===== src/rtl/cpu_pkg.sv =====
// Shared CPU definitions: sequencer state encoding and instruction opcodes.
package cpu_pkg;

  typedef enum logic [3:0] {
    S0     = 4'd0,
    S1     = 4'd1,
    S2     = 4'd2,
    S3     = 4'd3,
    S4     = 4'd4,
    S5     = 4'd5,
    S6     = 4'd6,
    S7     = 4'd7,
    HALTED = 4'd8
  } state_e;

  localparam logic [2:0] OP_HLT  = 3'd0;
  localparam logic [2:0] OP_SKZ  = 3'd1;
  localparam logic [2:0] OP_ADD  = 3'd2;
  localparam logic [2:0] OP_ANDD = 3'd3;
  localparam logic [2:0] OP_XORR = 3'd4;
  localparam logic [2:0] OP_LDA  = 3'd5;
  localparam logic [2:0] OP_STO  = 3'd6;
  localparam logic [2:0] OP_JMP  = 3'd7;

endpackage


===== src/rtl/instr_sequencer.sv =====
// Eight-phase instruction sequencer: fetches a two-byte instruction, then
// issues memory/PC/accumulator strobes decoded from the latched opcode.
module instr_sequencer
  import cpu_pkg::*;
#(
  parameter int OPW = 3
) (
  input  logic           clk,
  input  logic           rst,
  input  logic           ena,
  input  logic [OPW-1:0] opcode,
  input  logic           zero,
  output logic           rd,
  output logic           wr,
  output logic           load_ir,
  output logic           inc_pc,
  output logic           load_pc,
  output logic           load_acc,
  output logic           datactl_ena,
  output logic           halt,
  output logic [3:0]     state_o
);

  state_e         state;
  state_e         state_nxt;
  logic [OPW-1:0] op_q;
  logic           zero_q;

  logic op_hlt, op_skz, op_sto, op_jmp, op_alu;

  assign op_hlt = (op_q == OPW'(OP_HLT));
  assign op_skz = (op_q == OPW'(OP_SKZ));
  assign op_sto = (op_q == OPW'(OP_STO));
  assign op_jmp = (op_q == OPW'(OP_JMP));
  assign op_alu = (op_q == OPW'(OP_ADD))  || (op_q == OPW'(OP_ANDD)) ||
                  (op_q == OPW'(OP_XORR)) || (op_q == OPW'(OP_LDA));

  assign state_o = state;

  // Opcode is sampled only leaving S2 and the zero flag only leaving S3, so
  // later bus activity cannot disturb the instruction in flight.
  always_ff @(posedge clk) begin
    if (rst) begin
      state  <= S0;
      op_q   <= '0;
      zero_q <= 1'b0;
    end else begin
      state <= state_nxt;
      if (state == S2) op_q   <= opcode;
      if (state == S3) zero_q <= zero;
    end
  end

  always_comb begin
    state_nxt   = state;
    rd          = 1'b0;
    wr          = 1'b0;
    load_ir     = 1'b0;
    inc_pc      = 1'b0;
    load_pc     = 1'b0;
    load_acc    = 1'b0;
    datactl_ena = 1'b0;
    halt        = 1'b0;
    case (state)
      S0: begin
        if (ena) begin
          rd        = 1'b1;
          load_ir   = 1'b1;
          inc_pc    = 1'b1;
          state_nxt = S1;
        end
      end
      S1: begin
        rd        = 1'b1;
        load_ir   = 1'b1;
        inc_pc    = 1'b1;
        state_nxt = S2;
      end
      S2: state_nxt = S3;
      S3: state_nxt = op_hlt ? HALTED : S4;
      S4: begin
        rd          = op_alu;
        datactl_ena = op_sto;
        load_pc     = op_jmp;
        inc_pc      = op_skz & zero_q;
        state_nxt   = S5;
      end
      S5: begin
        rd          = op_alu;
        load_acc    = op_alu;
        wr          = op_sto;
        datactl_ena = op_sto;
        load_pc     = op_jmp;
        state_nxt   = S6;
      end
      S6: begin
        datactl_ena = op_sto;
        inc_pc      = op_skz & zero_q;
        state_nxt   = S7;
      end
      S7:      state_nxt = S0;
      HALTED:  halt      = 1'b1;
      default: state_nxt = S0;
    endcase
  end

endmodule


===== config.mk =====
export PLATFORM = sky130hd
export DESIGN_NAME = instr_sequencer
export DESIGN_NICKNAME = d
export VERILOG_FILES = /design/src/rtl/cpu_pkg.sv /design/src/rtl/instr_sequencer.sv
export SDC_FILE = /design/constraint.sdc
export NUM_CORES = 1
export LEC_CHECK = 0
export CORE_MARGIN = 2
export CORE_UTILIZATION = 36
export CTS_CLUSTER_DIAMETER = 50
export CTS_CLUSTER_SIZE = 14
export DETAILED_ROUTE_END_ITERATION = 8
export PLACE_DENSITY = 0.71
export SYNTH_ARGS = -nofsm -noshare
export SYNTH_HDL_FRONTEND = slang
export SYNTH_SLANG_ARGS = --single-unit
export TNS_END_PERCENT = 100

===== constraint.sdc =====
create_clock -name clk -period 1.05 [get_ports clk]
set_input_delay 0.1575 -clock clk [delete_from_list [all_inputs] [get_ports clk]]
set_output_delay 0.1575 -clock clk [all_outputs]
set_load 0.02 [all_outputs]

==> flow_summary.yaml <==
critical_path:
  cp_data_arrival_time_ns: 1.34
  crit_path_max_fanout: 3
  critical_path_required_ns: 0.89
  startpoint_type: "input port"
  critical_path_class: "input port to output pin"
  critPathCaptureType: "output pin"
  rr_worst_depth: 6
floorplanning:
  dieArea_um2: 1660
  die_w_um: 40.7
  i_o_pins: 19
  fp.dieH_um: 40.7
  placeableCoreArea_um2: 1280
  floorplan.initialDensity_pct: 37.8
  floorplan.rows: 13
placement:
  number_of_cells_in_the_design_after_placement: 95
  finalWeightedCongestion: 0.730
  io_buffer_count: 18
  detailedPlacementHpwl_um: 949
  placed_cell_area_um2: 845
sta:
  slew_headroom_pct: 77.4
  max_clock_freq_ghz: 0.666
  clock-skew-final_ns: 0.0177
  setup_slack_ns: -0.451
  timing.final.crit_period_ns: 1.50
  setup_viol_count_final: 16
  worst-slew-pin-transition_ns: 0.338
  timing.final.max_slew_violations: 0
  hold_viol: 0
  rsz0062_at_grt: "true"
  timing.final.crit_share_pct: 143
yosys:
  post_synthesis_cells: 50
  yosysSeqAreaShare_pct: 33.0
  syn_area_per_cell_um2: 9.71
  yosys_register_bits: 8
  synth.largest_area_cell: "sky130_fd_sc_hd__dfxtp_1"
  synth-warning-count: 0
  syn-num-nets: 57
  netlist_area_um2: 485
  share_of_the_synthesized_area_in_the_top_cell_type_pct: 33.0
  yosys.cell_types.count: 25
  ys_top_cells_by_area: "sky130_fd_sc_hd__dfxtp_1 (33%), sky130_fd_sc_hd__mux2i_1 (8.2%), sky130_fd_sc_hd__buf_8 (6.2%)"
global_route:
  grtUsageTotal_pct: 19.2
  grt_pass1_wl_um: 2010
  global_route.overflow_total: 0
  antenna_found_initial: 0
  grt_start_max_net_pins: 8
  first_global_vias: 450
finish:
  mostFrequentLayoutCell: "sky130_fd_sc_hd__buf_4"
  layout.nets: 103
  flow.area_growth_from_synthesis_pct: 111
  finalNonFillerCells: 110
  antenna_cells_inserted: 0
  final_area_um2: 1020
  drive_gt1_share_pct: 68.4
  most_frequent_cells_in_the_layout: "sky130_fd_sc_hd__buf_4 (20), sky130_fd_sc_hd__buf_6 (16), sky130_fd_sc_hd__nor2_1 (6), sky130_fd_sc_hd__clkdlybuf4s50_1 (6)"
  finalCoreUtilization_pct: 79.7
route:
  vias_per_cell: 4.89
  drt_first_iter_violations: 16
  postRouteAntennaNets: 0
  drt-pass1-iter-count: 3
  vias: 538
  wire_per_inst_um: 12.7
  drt_wl_total_um: 1390
  detail_route.drc_violations: 0
job:
  max_cap_viol_count: 0
outcome:
  outcome: "complete, but fails checks"
  violations: "setup timing"
pwr:
  net-switching-power_uw: 343
  clkPwrFrac_pct: 24.9
  power_switching_share_pct: 32.3
  irDropWorstVdd_uv: 789
  gate_power_share_pct: 41.0
  power.static_leakage_nw: 0.444
  power_frac_seq_pct: 34.1
  power.total_mw: 1.06
  intPower_uw: 719
  power-per-cell-area_nw_per_um2: 1040
clock_network:
  clock_tree.buffer_depth: 2
  clk-insertion-delay-late_ns: 0.26
  cts_buffers: 3
  ctsHtreeMaxLevel: 1
  cts.sink_count: 8
  cts_tree: "done"
  clock_tree.root_cell: "sky130_fd_sc_hd__clkbuf_4"
  clkSlewWorstSetupHoldPaths_ns: 0.05
min_path:
  hp-class: "register to register"
  hold_path_depth: 2
## final cells by class
type                       instances  area, µm²
timing repair buffer              46        440
multi-input combinational         37        363
fill                              84        260
sequential                         8        176
clock buffer                       4       26.3
tap                               15       18.8
## cell usage after synthesis (all sizes together)
library cell,n
dfxtp,8
nor2,7
nor3,5
buf,4
mux2i,4
nand2,4
and4bb,2
nor4,2
nor4b,2
a211oi,1
a21o,1
a21oi,1
a31o,1
and3,1
and4,1
clkbuf,1
nand3b,1
nor3b,1
or3,1
xnor2,1
xor2,1
## logic make-up (layout without fill, tap and decap cells)
group                     after synthesis  after routing  synth area share [%]
muxes                                   4              4                  8.25
xor gates and xnor gates                2              2                  3.61
AOI/OAI and AO/OA                       4              4                  6.96
and+or+nand+nor                        27             27                  37.1
DFF                                     8              8                  33.0
buffers and inverters                   5             50                  11.1
## registers in the layout, indices dropped and copies added (netlist names)
register	count
op_q	3
zero_q	1
state_o	4
## power groups by stage
stage	Sequential (mW)	Combinational (mW)	Clock, mW
floorplan	0.371	0.205	0
global placement	0.368	0.353	0
detailed placement	0.369	0.354	0
CTS	0.364	0.401	0.269
global route	0.365	0.466	0.287
finish	0.362	0.435	0.264
## worst max-delay path: stages
cell and delay (ns):
sky130_fd_sc_hd__clkdlybuf4s50_1 0.55, sky130_fd_sc_hd__nor2_4 0.06, sky130_fd_sc_hd__nor4_4 0.29, sky130_fd_sc_hd__a31o_1 0.16, sky130_fd_sc_hd__buf_6 0.11
## worst paths after layout
check / slack (ns) / start / endpoint
max: -0.45 / ena / inc_pc
min: 0.49 / zero_q / zero_q
max reg2reg: -0.33 / state_o[2] / zero_q
min reg2reg: 0.49 / zero_q / zero_q
## routing by layer
metal / up-vias / global-route usage (%) / wire, µm
met5: - / 0 / 0
met1: 251 / 22.3 / 599
li1: 273 / - / -
met3: 2 / 4.89 / 56
met4: 0 / 7.50 / 8
met2: 12 / 33.3 / 728
## stage by stage
stage | TNS, ns | setup slack (ns) | hold slack [ns]
detailed placement | -7.33 | -0.917 | 0.487
CTS | -4.91 | -0.461 | 0.503
finish | -4.95 | -0.451 | 0.494
floorplan | -2.23 | -0.348 | 0.304
global placement | -7.14 | -0.896 | 0.483
global route | -5.84 | -0.509 | 0.538
## what timing repair did
action | 4_1_cts | 5_1_grt
hold buffers | 0 | 0
setup endpoints to repair | 18 | 18
setup buffers | 5 | 7
pin swaps | 9 | 8
gates resized for setup | 75 | 9
No activity file was read; power rests on OpenSTA's default activity.
